<file path="config.mk">
export PLATFORM = sky130hd
export DESIGN_NAME = cmp_sort_ctrl
export DESIGN_NICKNAME = d
export VERILOG_FILES = /design/src/rtl/cmp_sort_ctrl.sv
export SDC_FILE = /design/constraint.sdc
export NUM_CORES = 1
export LEC_CHECK = 0
export ABC_AREA = 1
export CAP_MARGIN = 20
export CORE_UTILIZATION = 35
export DETAILED_ROUTE_END_ITERATION = 10
export SKIP_CTS_REPAIR_TIMING = 1
export SLEW_MARGIN = 20
export SYNTH_ARGS = -nofsm -noshare
export SYNTH_HDL_FRONTEND = slang
export SYNTH_SLANG_ARGS = --single-unit
</file>
<file path="constraint.sdc">
create_clock -name clk -period 5.4 [get_ports clk]
set_clock_uncertainty 0.1 [all_clocks]
set_input_delay 0.81 -clock clk [delete_from_list [all_inputs] [get_ports clk]]
set_output_delay 0.81 -clock clk [all_outputs]
set_load 0.01 [all_outputs]
</file>
<file path="src/rtl/cmp_sort_ctrl.sv">
// cmp_sort_ctrl: sequential in-place sorter for N unsigned bytes.
// A frame of N bytes is loaded over a valid/ready stream, bubble-sorted with a
// single shared Comp8bit (one compare per cycle), then streamed out in
// ascending order. dup_o flags a frame that holds at least one repeated value.
// Optional feature macro: CMP_SORT_EARLY_EXIT_EN. When defined, sorting stops
// at the end of the first pass that performs no swap. When undefined, exactly
// N-1 full passes always run, so the latency is a fixed (N-1)^2 cycles.

// Shared 8-bit unsigned magnitude comparator. le means strictly less;
// exactly one of le/eq/gr is high for any input pair.
module Comp8bit (
    input  logic [7:0] in1,
    input  logic [7:0] in2,
    output logic       le,
    output logic       eq,
    output logic       gr
);
    assign le = (in1 <  in2);
    assign eq = (in1 == in2);
    assign gr = (in1 >  in2);
endmodule

module cmp_sort_ctrl #(
    parameter int N = 4
) (
    input  logic       clk,
    input  logic       rst_n,
    input  logic       in_valid_i,
    output logic       in_ready_o,
    input  logic [7:0] in_data_i,
    output logic       out_valid_o,
    input  logic       out_ready_i,
    output logic [7:0] out_data_o,
    output logic       out_last_o,
    output logic       dup_o,
    output logic       busy_o
);
    // Counters carry one spare bit so that none of them can wrap.
    localparam int CW = $clog2(N) + 1;
    localparam int IW = $clog2(N);

    localparam logic [CW-1:0] LAST_IDX  = CW'(N - 1);
    localparam logic [CW-1:0] PASS_END  = CW'(N - 2);
    localparam logic [CW-1:0] LAST_PASS = CW'(N - 2);

    typedef enum logic [1:0] {
        ST_LOAD = 2'd0,
        ST_SORT = 2'd1,
        ST_OUT  = 2'd2
    } state_e;

    state_e          state_q, state_d;
    logic [7:0]      data_q [N];
    logic [7:0]      data_d [N];
    logic [CW-1:0]   widx_q, widx_d;
    logic [CW-1:0]   ridx_q, ridx_d;
    logic [CW-1:0]   j_q, j_d;
    logic [CW-1:0]   p_q, p_d;
    logic            dup_q, dup_d;
    logic            in_ready_q, in_ready_d;
`ifdef CMP_SORT_EARLY_EXIT_EN
    logic            swapped_q, swapped_d;
`endif

    logic [CW-1:0]   j_plus1;
    logic [IW-1:0]   j_idx;
    logic [IW-1:0]   j1_idx;
    logic [7:0]      cmp_a;
    logic [7:0]      cmp_b;
    logic            cmp_le;
    logic            cmp_eq;
    logic            cmp_gr;
    logic            swap_en;

    assign j_plus1 = j_q + CW'(1);
    assign j_idx   = j_q[IW-1:0];
    assign j1_idx  = j_plus1[IW-1:0];
    assign cmp_a   = data_q[j_idx];
    assign cmp_b   = data_q[j1_idx];

    Comp8bit u_cmp (
        .in1 (cmp_a),
        .in2 (cmp_b),
        .le  (cmp_le),
        .eq  (cmp_eq),
        .gr  (cmp_gr)
    );

    // Swap only on strictly greater; equal pairs stay put, keeping the sort stable.
    assign swap_en = cmp_gr & ~(cmp_le | cmp_eq);

    // Next-state logic: load, one compare/swap per cycle, then drain.
    always_comb begin
        state_d = state_q;
        data_d  = data_q;
        widx_d  = widx_q;
        ridx_d  = ridx_q;
        j_d     = j_q;
        p_d     = p_q;
        dup_d   = dup_q;
`ifdef CMP_SORT_EARLY_EXIT_EN
        swapped_d = swapped_q;
`endif
        case (state_q)
            ST_LOAD: begin
                if (in_valid_i && in_ready_q) begin
                    data_d[widx_q[IW-1:0]] = in_data_i;
                    if (widx_q == LAST_IDX) begin
                        widx_d  = '0;
                        j_d     = '0;
                        p_d     = '0;
                        dup_d   = 1'b0;
`ifdef CMP_SORT_EARLY_EXIT_EN
                        swapped_d = 1'b0;
`endif
                        state_d = ST_SORT;
                    end else begin
                        widx_d = widx_q + CW'(1);
                    end
                end
            end
            ST_SORT: begin
                if (swap_en) begin
                    data_d[j_idx]  = cmp_b;
                    data_d[j1_idx] = cmp_a;
`ifdef CMP_SORT_EARLY_EXIT_EN
                    swapped_d = 1'b1;
`endif
                end
                if (cmp_eq) begin
                    dup_d = 1'b1;
                end
                if (j_q == PASS_END) begin
                    j_d = '0;
                    p_d = p_q + CW'(1);
`ifdef CMP_SORT_EARLY_EXIT_EN
                    swapped_d = 1'b0;
                    // A pass with no swap (including this last compare) means sorted.
                    if ((p_q == LAST_PASS) || !(swapped_q || swap_en)) begin
                        ridx_d  = '0;
                        state_d = ST_OUT;
                    end
`else
                    if (p_q == LAST_PASS) begin
                        ridx_d  = '0;
                        state_d = ST_OUT;
                    end
`endif
                end else begin
                    j_d = j_plus1;
                end
            end
            ST_OUT: begin
                if (out_ready_i) begin
                    if (ridx_q == LAST_IDX) begin
                        ridx_d  = '0;
                        widx_d  = '0;
                        dup_d   = 1'b0;
                        state_d = ST_LOAD;
                    end else begin
                        ridx_d = ridx_q + CW'(1);
                    end
                end
            end
            default: begin
                state_d = ST_LOAD;
            end
        endcase
        // Registered so in_ready stays low through reset and rises on the first edge after it.
        in_ready_d = (state_d == ST_LOAD);
    end

    // State, counters and storage registers.
    always_ff @(posedge clk or negedge rst_n) begin
        if (!rst_n) begin
            state_q    <= ST_LOAD;
            widx_q     <= '0;
            ridx_q     <= '0;
            j_q        <= '0;
            p_q        <= '0;
            dup_q      <= 1'b0;
            in_ready_q <= 1'b0;
`ifdef CMP_SORT_EARLY_EXIT_EN
            swapped_q  <= 1'b0;
`endif
            for (int i = 0; i < N; i++) begin
                data_q[i] <= 8'h00;
            end
        end else begin
            state_q    <= state_d;
            widx_q     <= widx_d;
            ridx_q     <= ridx_d;
            j_q        <= j_d;
            p_q        <= p_d;
            dup_q      <= dup_d;
            in_ready_q <= in_ready_d;
`ifdef CMP_SORT_EARLY_EXIT_EN
            swapped_q  <= swapped_d;
`endif
            for (int i = 0; i < N; i++) begin
                data_q[i] <= data_d[i];
            end
        end
    end

    assign in_ready_o  = in_ready_q;
    assign out_valid_o = (state_q == ST_OUT);
    assign out_data_o  = out_valid_o ? data_q[ridx_q[IW-1:0]] : 8'h00;
    assign out_last_o  = out_valid_o && (ridx_q == LAST_IDX);
    assign dup_o       = out_valid_o && dup_q;
    assign busy_o      = (state_q != ST_LOAD);

endmodule

</file>
After elaboration in Yosys (flattened, before gate mapping)
Index checks and enable logic that the tools add are counted.
{"block": "totals", "output_inout_bits": 13, "wordCells": 116, "in_bits": 12, "register_bits": 48}
{"block": "classes", "n_addsub": 4, "n_mux": 51, "n_eq_ne": 15, "n_lt_le_gt_ge": 9, "bitwise": 7, "n_reduce_logical": 19}
{"operator": "bitwise mux 32 bit", "count": 3}
{"operator": "2-to-1 mux 8 bit", "count": 10}
{"operator": "2-to-1 mux 32 bit", "count": 2}
{"operator": "one-hot mux 32 bit (2 select lines)", "count": 1}
{"operator": "binary-select mux 8 bit (select 2 bit)", "count": 3}
{"operator": "demux 8 bit (select 2 bit)", "count": 3}
{"operator": "2-to-1 mux 3 bit", "count": 12}
{"operator": "one-hot mux 3 bit (2 select lines)", "count": 4}
{"operator": "adder 3 x 1 -> 3 bit (second input constant)", "count": 4}
{"operator": "equality test 3 x 2 -> 1 bit (second input constant)", "count": 4}
{"operator": "greater-or-equal comparator 3 bit (second input constant)", "count": 4}
{"operator": "2-to-1 mux 2 bit", "count": 6}
{"operator": "inequality test 2 bit (second input constant)", "count": 6}
{"operator": "inverter 2 -> 3 bit", "count": 4}
{"operator": "AND reduction 4 bit", "count": 3}
{"operator": "< comparator 3 x 1 -> 1 bit (second input constant)", "count": 3}
{"operator": "equality test 8 bit", "count": 1}
{"operator": "greater-than comparator 8 bit", "count": 1}
{"operator": "< comparator 8 bit", "count": 1}
{"operator": "nonzero test 2 bit", "count": 4}
{"operator": "logical AND 1 bit", "count": 6}
{"operator": "one-hot mux 2 bit (3 select lines)", "count": 1}
{"operator": "AND reduction 3 bit", "count": 2}
{"operator": "AND reduction 6 bit", "count": 1}
{"operator": "other kinds (10)", "count": 16}

Depth between registers and ports, before layout
Gate-level depths: netlist of run 1.
{"block": "depth", "word_depth": 11, "mapped_depth": 21, "depth_no_buf": 18}

Cells and area by module
A second synthesis of run 1 with hierarchy kept.
{"block": "hier_totals", "hier_cells": 694, "area_unflattened_um2": 4261.6}
{"module": "cmp_sort_ctrl", "cells_each": 656, "area_each_um2": 4017.6, "instances": 1, "seq_area_each_um2": 1201.2}
{"module": "Comp8bit", "cells_each": 38, "area_each_um2": 244.0, "instances": 1, "seq_area_each_um2": 0.0}

Worst setup path before layout of run 1
OpenSTA, ideal clock, no wires.
{"block": "synth_timing", "path_kind": "reg2reg", "startpoint": "register j_q[0]", "endpoint": "register data_q[16] (netlist bit)", "path_stages_with_launch": 18, "slack_ns": 2.566, "synth_period_minus_slack_ns": 2.834, "arrival_ns": 2.616, "t_required_ns": 5.183, "setup_time_ns": 0.117, "path_buffers": 4, "path_cell_list": "dfrtp_1 -> buf_2 -> inv_2 -> buf_4 -> ha_1 -> buf_2 -> inv_1 -> nand3_1 -> and2_1 -> ha_1 -> nand2_1 -> nor2_1 -> a21oi_2 -> nand2_1 -> nand2_4 -> buf_6 -> nand3_1 -> nand2_1"}
{"block": "synth_via", "elab_chain_cells": 11, "elab_cells_between_ends": 31, "cone_classes": "add/sub: 1; order compare: 6; eq/ne: 2; mux: 14; bitwise: 5; reduce/logical: 3"}
{"element": "start, declared", "line_no": "57", "source": "logic [CW-1:0] j_q, j_d;"}
{"element": "start signal, assigned", "line_no": "193", "source": "j_q <= j_d;"}
{"element": "adder 3 x 1 -> 3 bit", "line_no": "75", "source": "assign j_plus1 = j_q + CW'(1);"}
{"element": "inverter 2 -> 3 bit (not written as such)", "line_no": "79, 125"}
{"element": "binary-select mux 8 bit (select 2 bit)", "line_no": "79", "source": "assign cmp_b = data_q[j1_idx];"}
{"element": "2-to-1 mux 8 bit (not written as such) (2 in series)", "line_no": "79"}
{"element": "< comparator 8 bit / equality test 8 bit (equally long branches)", "line_no": "18, 19"}
{"element": "bitwise OR 1 bit", "line_no": "90", "source": "assign swap_en = cmp_gr & ~(cmp_le | cmp_eq);"}
{"element": "inverter 1 bit", "line_no": "90"}
{"element": "AND 1 bit", "line_no": "90"}
{"element": "inequality test 2 bit (no line)"}
{"element": "AND reduction 3 bit (no line)"}
{"element": "end signal, assigned by index", "line_no": "201", "source": "data_q[i] <= data_d[i];"}
{"element": "end, declared", "line_no": "53", "source": "logic [7:0] data_q [N];"}
Parallel ways exist; a longest one is shown, timed or not. The select of a mux whose other input is x is not followed.
A chain may end at the register's enable or synchronous reset.

Worst setup path after layout of run 1
{"block": "layout_timing", "startpoint": "register j_q[1]", "endpoint": "register data_q[13] (netlist bit)"}
The elaborated chain is that of the path after synthesis.

==> flow_results.org, run 1 <==
** Synth
- The synthesized netlist occupies a cell area of 4150 sq um.
- Register bit count reported by yosys :: 48
- Dominant synthesized flop cell :: sky130_fd_sc_hd__dfrtp_1
- Post-synthesis instance total :: 681
- Compound-gate portion of the synthesized area :: 0.0735
- Counting instances in the post-synthesis netlist gives the leading cell types as sky130_fd_sc_hd__nand2_1, sky130_fd_sc_hd__nand3_1, sky130_fd_sc_hd__nor2_1.
- Cell taking the most area after synthesis :: sky130_fd_sc_hd__dfrtp_1
- Yosys mapped the design onto 29 distinct sky130hd cell types.
- The Yosys step of the flow raised 0 warnings.
- Counting every net in the synthesized netlist gives 712.
- For this run, the register share of the synthesized area comes to 0.289.
- Of the total synthesized cell area, the portion taken by AND, OR, NAND and NOR gates is 0.507.
- Count of flip-flops with a built-in enable after synthesis :: 0
- Among all cell types in the netlist, the one instantiated most often is sky130_fd_sc_hd__nand2_1.
- Of the total synthesized cell area, the portion taken by XOR and XNOR cells is 0.00211.
- Of the total synthesized cell area, the portion taken by full adders, half adders and majority gates is 0.0572.
- Each instance of the synthesized netlist takes up on average 6.10 sq um.
- The share of synthesized area in the top cell type comes to 0.289.
- By area, the combinational part of the netlist is dominated by simple AND/OR/NAND/NOR gates.
- The portion of synthesized area spent on multiplexers is 0.
- For this run, asynchronously set or reset flops after synthesis account for 1.00.
- Cell types with the largest area share after synthesis :: sky130_fd_sc_hd__dfrtp_1, sky130_fd_sc_hd__nand2_1, sky130_fd_sc_hd__nand3_1

** Place
- OpenSTA, run right after detailed placement, puts the worst setup slack at 1.75 ns.
- Detailed placement ended at an HPWL of 11300 um.
- At the end of routability-driven placement, the weighted congestion stood at 0.992.
- PortBufs :: 24

** Drt
- The count of nets left with antenna violations once routing finished came out at 0.
- Total via count in the routed design :: 4662
- Final wirelength :: 15300 um
- Routed len/inst :: 18.4 um
- Number of DRC violations after detailed-routing iteration 0 :: 571
- Via density per instance :: 5.62
- DRC errors left :: 2
- Before antenna repair, the detailed router went through 9 iterations.

** Timing
- Number of hold-slack violations in the final timing report :: 0
- Static timing analysis puts the maximum clock frequency at 264 MHz.
- Setup Total Neg Slack :: 0 ns
- Post-route worst setup slack :: 1.60 ns
- Worst rel slew slack :: 0.310
- Actual slew at the worst max-slew pin :: 1.03 ns
- Final min period :: 3.80 ns
- Setup repair after global routing left no endpoint under its margin.
- The final number of max-transition violations is 0.
- Number of setup violations in the final report :: 0
- In the finished design, the share of the clock period the worst path needs comes to 0.703.

** Power and ir drop
- VDD sags by at most 0.408 mV.
- Internal :: 1270 uW
- Share of power burned in combinational logic :: 0.708
- Power density over the cells :: 706 nW/um^2
- Of the total power, the clock network draws 0.116.
- For this design the total switching power over the nets is 1980 uW.
- Total power :: 3240 uW
- The share of total power dissipated in sequential elements is 0.175.
- Of the total power, the share spent switching nets is 0.610.
- Summed over all cells, the static leakage comes to 0.00235 uW.

** Setup path
- Traced cell by cell, the critical path runs through inv_2 > ha_1 > inv_1 > nand3_1 > nand2_1 > ha_1 > nand2_1 > nor2_1 > nand2_1 > nand2_1 > nand2_1 > nand2_4 > nand2_2 > nand2_1 > nand2_1.
- Worst endpoint required time :: 5.49 ns
- In this run the critical register-to-register path is captured at data_q[13].
- Maximum single-stage delay on the critical path :: 0.59 ns
- Source of the worst register-to-register timing path :: j_q[1]
- Among all stages on the critical path, the largest delay is contributed by sky130_fd_sc_hd__dfrtp_1.
- Library cell appearing most often on the critical path :: sky130_fd_sc_hd__nand2_1
- Worst reg-to-reg path cell count :: 15
- STA classifies the critical path endpoint as a register.
- In this run the worst path has a maximum fanout of 36.
- Crit path kind :: reg -> reg
- Data on the critical path arrives at its endpoint at 3.88 ns.
- Across all register-to-register paths, the minimum setup slack is 1.60 ns.
- Startpoint type of the worst setup path :: register

** GRT
- Summed over all layers, the global routing overflow is 0.
- The number of antenna violations at the first check in global routing was 0.
- Aggregate global-route resource usage :: 0.259
- Pin count of the biggest net entering global routing :: 49
- Wire length of the first global-routing pass :: 24700 um
- Number of global-route vias before repair :: 4480

** CTS
- Counting along the longest clock path gives a buffer depth of 2.
- The H-tree was split into 2 levels.
- TritonCTS built the clock tree.
- Clock Pin Slew Worst Setup and Hold Paths :: 0.07 ns
- Counting the buffers created by CTS gives 5.
- Clock insertion delay at the later pin of the skew report :: 0.30 ns
- The tree built by TritonCTS fans out to 48 sinks.
- Root buffer cell :: sky130_fd_sc_hd__clkbuf_16

** Floorplan
- Initial core utilization :: 0.361
- The die is 111 um wide.
- Top-level port count :: 25
- The floorplan step set the die height to 111 um.
- The floorplan step defined a die boundary enclosing 12300 sq um.
- The region available for standard cell placement spans 11500 sq um.
- In this run the core area contains 39 standard-cell rows.

** Finish
- Number of diodes :: 0
- Count of nets after finishing :: 716
- Relative to the synthesized area, the layout overhead comes to 10.5%.
- Counting the fill cells in the layout gives 1259.
- Fraction of final layout cells with drive strength greater than 1 :: 0.0423

** Min path
- The startpoint identified for the worst hold timing path is widx_q[2].
- Worst hold path stage count :: 2
- In this run the worst hold path is classified as reg -> reg.
- The path with the worst hold slack has its endpoint at widx_q[2].

** Run status
- The checks that failed: DRC.
- The run finished, with violations left.

** Job
- Max-cap violations in this run came to 0.
==> state kept, by name, indices dropped and copies added, names as in the netlist <==
name / flops
dup_q: 1
widx_q: 3
j_q: 3
ridx_q: 3
in_ready_o: 1
data_q: 32
state_q: 2
p_q: 3
==> area by class of cell <==
type                            instances  area (sq um)  area share
Clock buffer                            5           125      0.0272
Clock inverter                          3          46.3      0.0101
Inverter                               35           131      0.0286
Multi-Input combinational cell        569          2660       0.578
Sequential cell                        48          1200       0.262
Tap cell                              143           179      0.0390
Timing Repair Buffer                   26           253      0.0550
==> cells by family after synthesis <==
family                     Yosys count
DFF                                 48
xor gates and xnor gates             1
adders and majority gates           19
AOI/OAI and AO/OA                   53
and+or+nand+nor                    496
buffers and inverters               64
==> per-stage QoR <==
step / hold WS, ns / cells / utilization / cell area (sq um)
floorplan: 0.372 / 681 / - / 4150
global placement: 0.383 / 821 / 0.384 / 4420
detailed placement: 0.392 / 821 / 0.384 / 4420
CTS: 0.403 / 829 / 0.399 / 4590
global route: 0.445 / 829 / 0.399 / 4590
finish: 0.404 / 829 / 0.399 / 4590
==> cell usage in the layout (no fill, tap or decap), drive strengths merged <==
master and n:
and2 8, a21oi 19, clkinvlp 1, buf 3, dfrtp 48, inv 35, a21boi 1, ha 19
nor2 53, xnor2 1, o211ai 1, o31ai 2, nand3 148, o21ai 26, o22ai 1, nand4 1
bufinv 1, clkinv 1, clkbuf 5, a31oi 2, clkdlybuf4s50 23, nand2 286, a21o 1
==> power by group through the flow <==
stage	Combinational (uW)	Sequential (uW)	Clock, uW
final	2300	568	377
after global routing	2520	578	396
after CTS	2230	563	381
after detailed placement	2230	569	0
after global placement	2220	568	0
after floorplan	1740	519	0
==> worst max-delay path, delay by kind of cell, from the launching register on <==
family                     cells  cell delay, ns
adders and majority gates      2            0.80
buffers and inverters          2            0.40
DFF                            1            0.59
and+or+nand+nor               11            1.77
==> routing by layer <==
layer  track usage  routed length [um]  up-vias
met4         0.115                 495        0
li1              -                   -     2221
met5             0                   0        -
met3        0.0558                1430       41
met1         0.361                6850     2160
met2         0.384                6500      240
==> how the worst max path moves through the flow <==
stage / startpoint / cells after the start / to
final: j_q[1] / 15 / data_q[13]
after global routing: j_q[1] / 15 / data_q[8]
after CTS: j_q[1] / 15 / data_q[13]
after detailed placement: j_q[1] / 15 / data_q[13]
after global placement: j_q[1] / 15 / data_q[25]
after floorplan: j_q[0] / 17 / data_q[16]
Note: power is estimated with default switching activity, not from simulation.
==> inputs of run 2 (changes only) <==
==> constraint.sdc (replaced) <==
create_clock -name clk -period 3.1 [get_ports clk]
set_clock_uncertainty 0.1 [all_clocks]
set_input_delay 0.465 -clock clk [delete_from_list [all_inputs] [get_ports clk]]
set_output_delay 0.465 -clock clk [all_outputs]
set_load 0.01 [all_outputs]
==> flow_results.org, run 2 (synthesized netlist as in run 1, its figures left out) <==
** Setup path
- Critical Path Fanout Max :: 15
- The cell that appears most often on the critical path is sky130_fd_sc_hd__nand2_1.
- Counting both buffers and inverters, the worst setup path holds a total of 3.
- For this design, the slowest cell found on the critical path is sky130_fd_sc_hd__dfrtp_1.
- CP cell instances :: inv_2 > ha_1 > clkinvlp_4 > nand3_2 > nand2_1 > ha_1 > nand2_1 > nor2_1 > nand2_1 > nand2_1 > nand2_1 > nand2_4 > buf_4 > nand3_1 > nand2_1
- The cell family contributing the most delay on the critical path is simple AND/OR/NAND/NOR gates.
- Worst endpoint required time :: 3.24 ns
- Startpoint type of the worst setup path :: register
- Counting cells, the worst reg-to-reg path comes to 15.
- Crit path kind :: reg -> reg
- Data arrives at the worst endpoint at 3.06 ns.
- Critical path capture point type :: register
- CP Depth :: 15
- Maximum single-stage delay on the critical path :: 0.36 ns

** Place
- Detail Placement HPWL :: 10600 um
- Gpl congestion :: 0.940
- Including well taps, the total number of placed cells is 847.
- In this run the tool buffered the top-level ports with 24 buffer cells.

** Timing
- Worst rel slew slack :: 0.352
- Actual slew at the worst max-slew pin :: 0.969 ns
- Setup repair after global routing left no endpoint under its margin.
- Maximum clock rate :: 342 MHz
- The final number of max-transition violations was 0.
- Worst hold margin :: 0.399 ns
- Setup violations remaining at the end of the flow were counted as 0.
- Final min period :: 2.92 ns
- Dividing the final minimum period by the clock period gives 0.943.
- The final hold violation count was 0.
- Setup Total Neg Slack :: 0 ns

** Min path
- Worst hold path stage count :: 2
- The worst hold path belongs to the class reg -> reg.

** Run status
- Failing checks :: DRC
- Status :: finished, violations left

** GRT
- Aggregate global-route resource usage :: 0.260
- Pin count of the biggest net entering global routing :: 43
- The first global-routing pass estimated 24400 um of wire.
- Number of global-route vias before repair :: 4553
- Initial antenna violation count :: 0
- GRT overflow :: 0

** CTS
- The longest clock path from root to sink contains 2 buffers.
- Number of levels the H-tree was split into :: 2
- Clock sink count :: 48
- Clock insertion delay at the later pin of the skew report :: 0.30 ns
- Root buffer cell :: sky130_fd_sc_hd__clkbuf_16
- The number of clock buffers added by TritonCTS is 5.
- TritonCTS built the clock tree.
- Clock Pin Slew Worst Setup and Hold Paths :: 0.07 ns

** Floorplan
- Standard cell core area :: 11500 sq um
- Total number of placement rows :: 39
- Top-level port count :: 25
- From left edge to right edge, the die measures 111 um.
- The floorplan step defined a die boundary enclosing 12300 sq um.
- The floorplan step set the die height to 111 um.
- Initial core utilization :: 0.361

** Power and ir drop
- The analysis attributes to net switching a power of 3500 uW.
- Internal :: 2430 uW
- Of the total power, the clock network draws 0.100.
- For this design the ratio of total power to cell area is 1230 nW/um^2.
- Of the total power, the share spent switching nets is 0.590.
- Share of power burned in combinational logic :: 0.743
- Of the total power, registers draw 0.156.
- VDD sags by at most 0.674 mV.
- Total power :: 5940 uW
- Reported leakage power :: 0.00248 uW

** Drt
- Final wirelength :: 15400 um
- Number of DRC violations after detailed-routing iteration 0 :: 541
- Iteration count of the initial detailed-routing pass :: 9
- Routed len/inst :: 18.0 um
- DRC errors left :: 2
- Total via count in the routed design :: 4731
- The count of nets left with antenna violations once routing finished came out at 0.
- Dividing the detail-routed via count by the number of cells gives 5.53.

** Job
- Across the run, the number of max-cap violations was 0.

** Finish
- In the final layout, the share of cells above drive strength 1 is 0.0843.
- Count of nets after finishing :: 743
- Synthesis-to-finish area growth :: 16.0%
- Leading cell type in the layout, fill and taps excluded :: sky130_fd_sc_hd__nand2_1
- Summing all multi-input logic gate instances after layout gives 2680 sq um.
- Fillcell total :: 1232
- In the layout the commonest cells are sky130_fd_sc_hd__nand2_1, sky130_fd_sc_hd__nand3_1, sky130_fd_sc_hd__nor2_1.
- In the final layout, flip-flops and latches occupy 1200 sq um.
- Ranked by flip-flop count, first place goes to data_q.
- The register with the most flip-flops in the layout has 32 of them.
- Number of diodes :: 0
- Final Non-Filler Cells :: 855
- At the end of the flow the core is filled with cells to 0.418.
==> run 2: cell count changes in the layout (fill, tap and decap cells not counted), sizes merged <==
cell	change
bufinv	-1
clkbuf	+2
buf	+26
inv	-2
dlygate4sd3	+1
==> run 2: worst register-to-register path: stages (launching register included) <==
cell and delay [ns]:
sky130_fd_sc_hd__dfrtp_1 0.36, sky130_fd_sc_hd__inv_2 0.04, sky130_fd_sc_hd__ha_1 0.36, sky130_fd_sc_hd__clkinvlp_4 0.29, sky130_fd_sc_hd__nand3_2 0.21, sky130_fd_sc_hd__nand2_1 0.08, sky130_fd_sc_hd__ha_1 0.30, sky130_fd_sc_hd__nand2_1 0.08
sky130_fd_sc_hd__nor2_1 0.21, sky130_fd_sc_hd__nand2_1 0.09, sky130_fd_sc_hd__nand2_1 0.06, sky130_fd_sc_hd__nand2_1 0.07, sky130_fd_sc_hd__nand2_4 0.17, sky130_fd_sc_hd__buf_4 0.25, sky130_fd_sc_hd__nand3_1 0.13, sky130_fd_sc_hd__nand2_1 0.08
==> run 2: worst paths after layout <==
| path | start | end | slack [ns] |
|---|---|---|---|
| worst min register to register | widx_q[2] | widx_q[2] | 0.40 |
| worst min-delay path | widx_q[2] | widx_q[2] | 0.40 |
| worst max register to register | j_q[0] | data_q[10] | 0.18 |
| min in group asynchronous | rst_n | ridx_q[2] | 0.51 |
| max in group asynchronous | rst_n | data_q[17] | 1.58 |
| worst max-delay path | j_q[0] | data_q[10] | 0.18 |
==> run 2: power groups by stage <==
stage | sequential (uW) | clock (uW) | combinational [uW]
2_1_floorplan | 903 | 0 | 3030
3_3_place_gp | 933 | 0 | 4230
3_5_place_dp | 938 | 0 | 4270
4_1_cts | 926 | 608 | 4280
5_1_grt | 954 | 629 | 4860
6_report | 929 | 596 | 4410
==> run 2: through the flow <==
step / setup WS, ns / instance area (sq um)
2_1_floorplan: 0.266 / 4150
3_3_place_gp: 0.300 / 4630
3_5_place_dp: 0.214 / 4630
4_1_cts: 0.201 / 4780
5_1_grt: 0.00161 / 4820
6_report: 0.176 / 4820
==> run 2: cell type report <==
cell class / count / share of cell area
repair buffers: 53 / 0.0971
flip-flops and latches: 48 / 0.249
well taps: 143 / 0.0371
multi-input cells: 569 / 0.557
inverters: 35 / 0.0281
clock buffers: 7 / 0.0317
==> run 2: metal layers <==
layer	vias to the layer above	routed length [um]	global-route usage
met3	56	1530	0.0492
li1	2277	-	-
met2	252	6630	0.407
met5	-	0	0
met4	0	725	0.134
met1	2146	6530	0.340
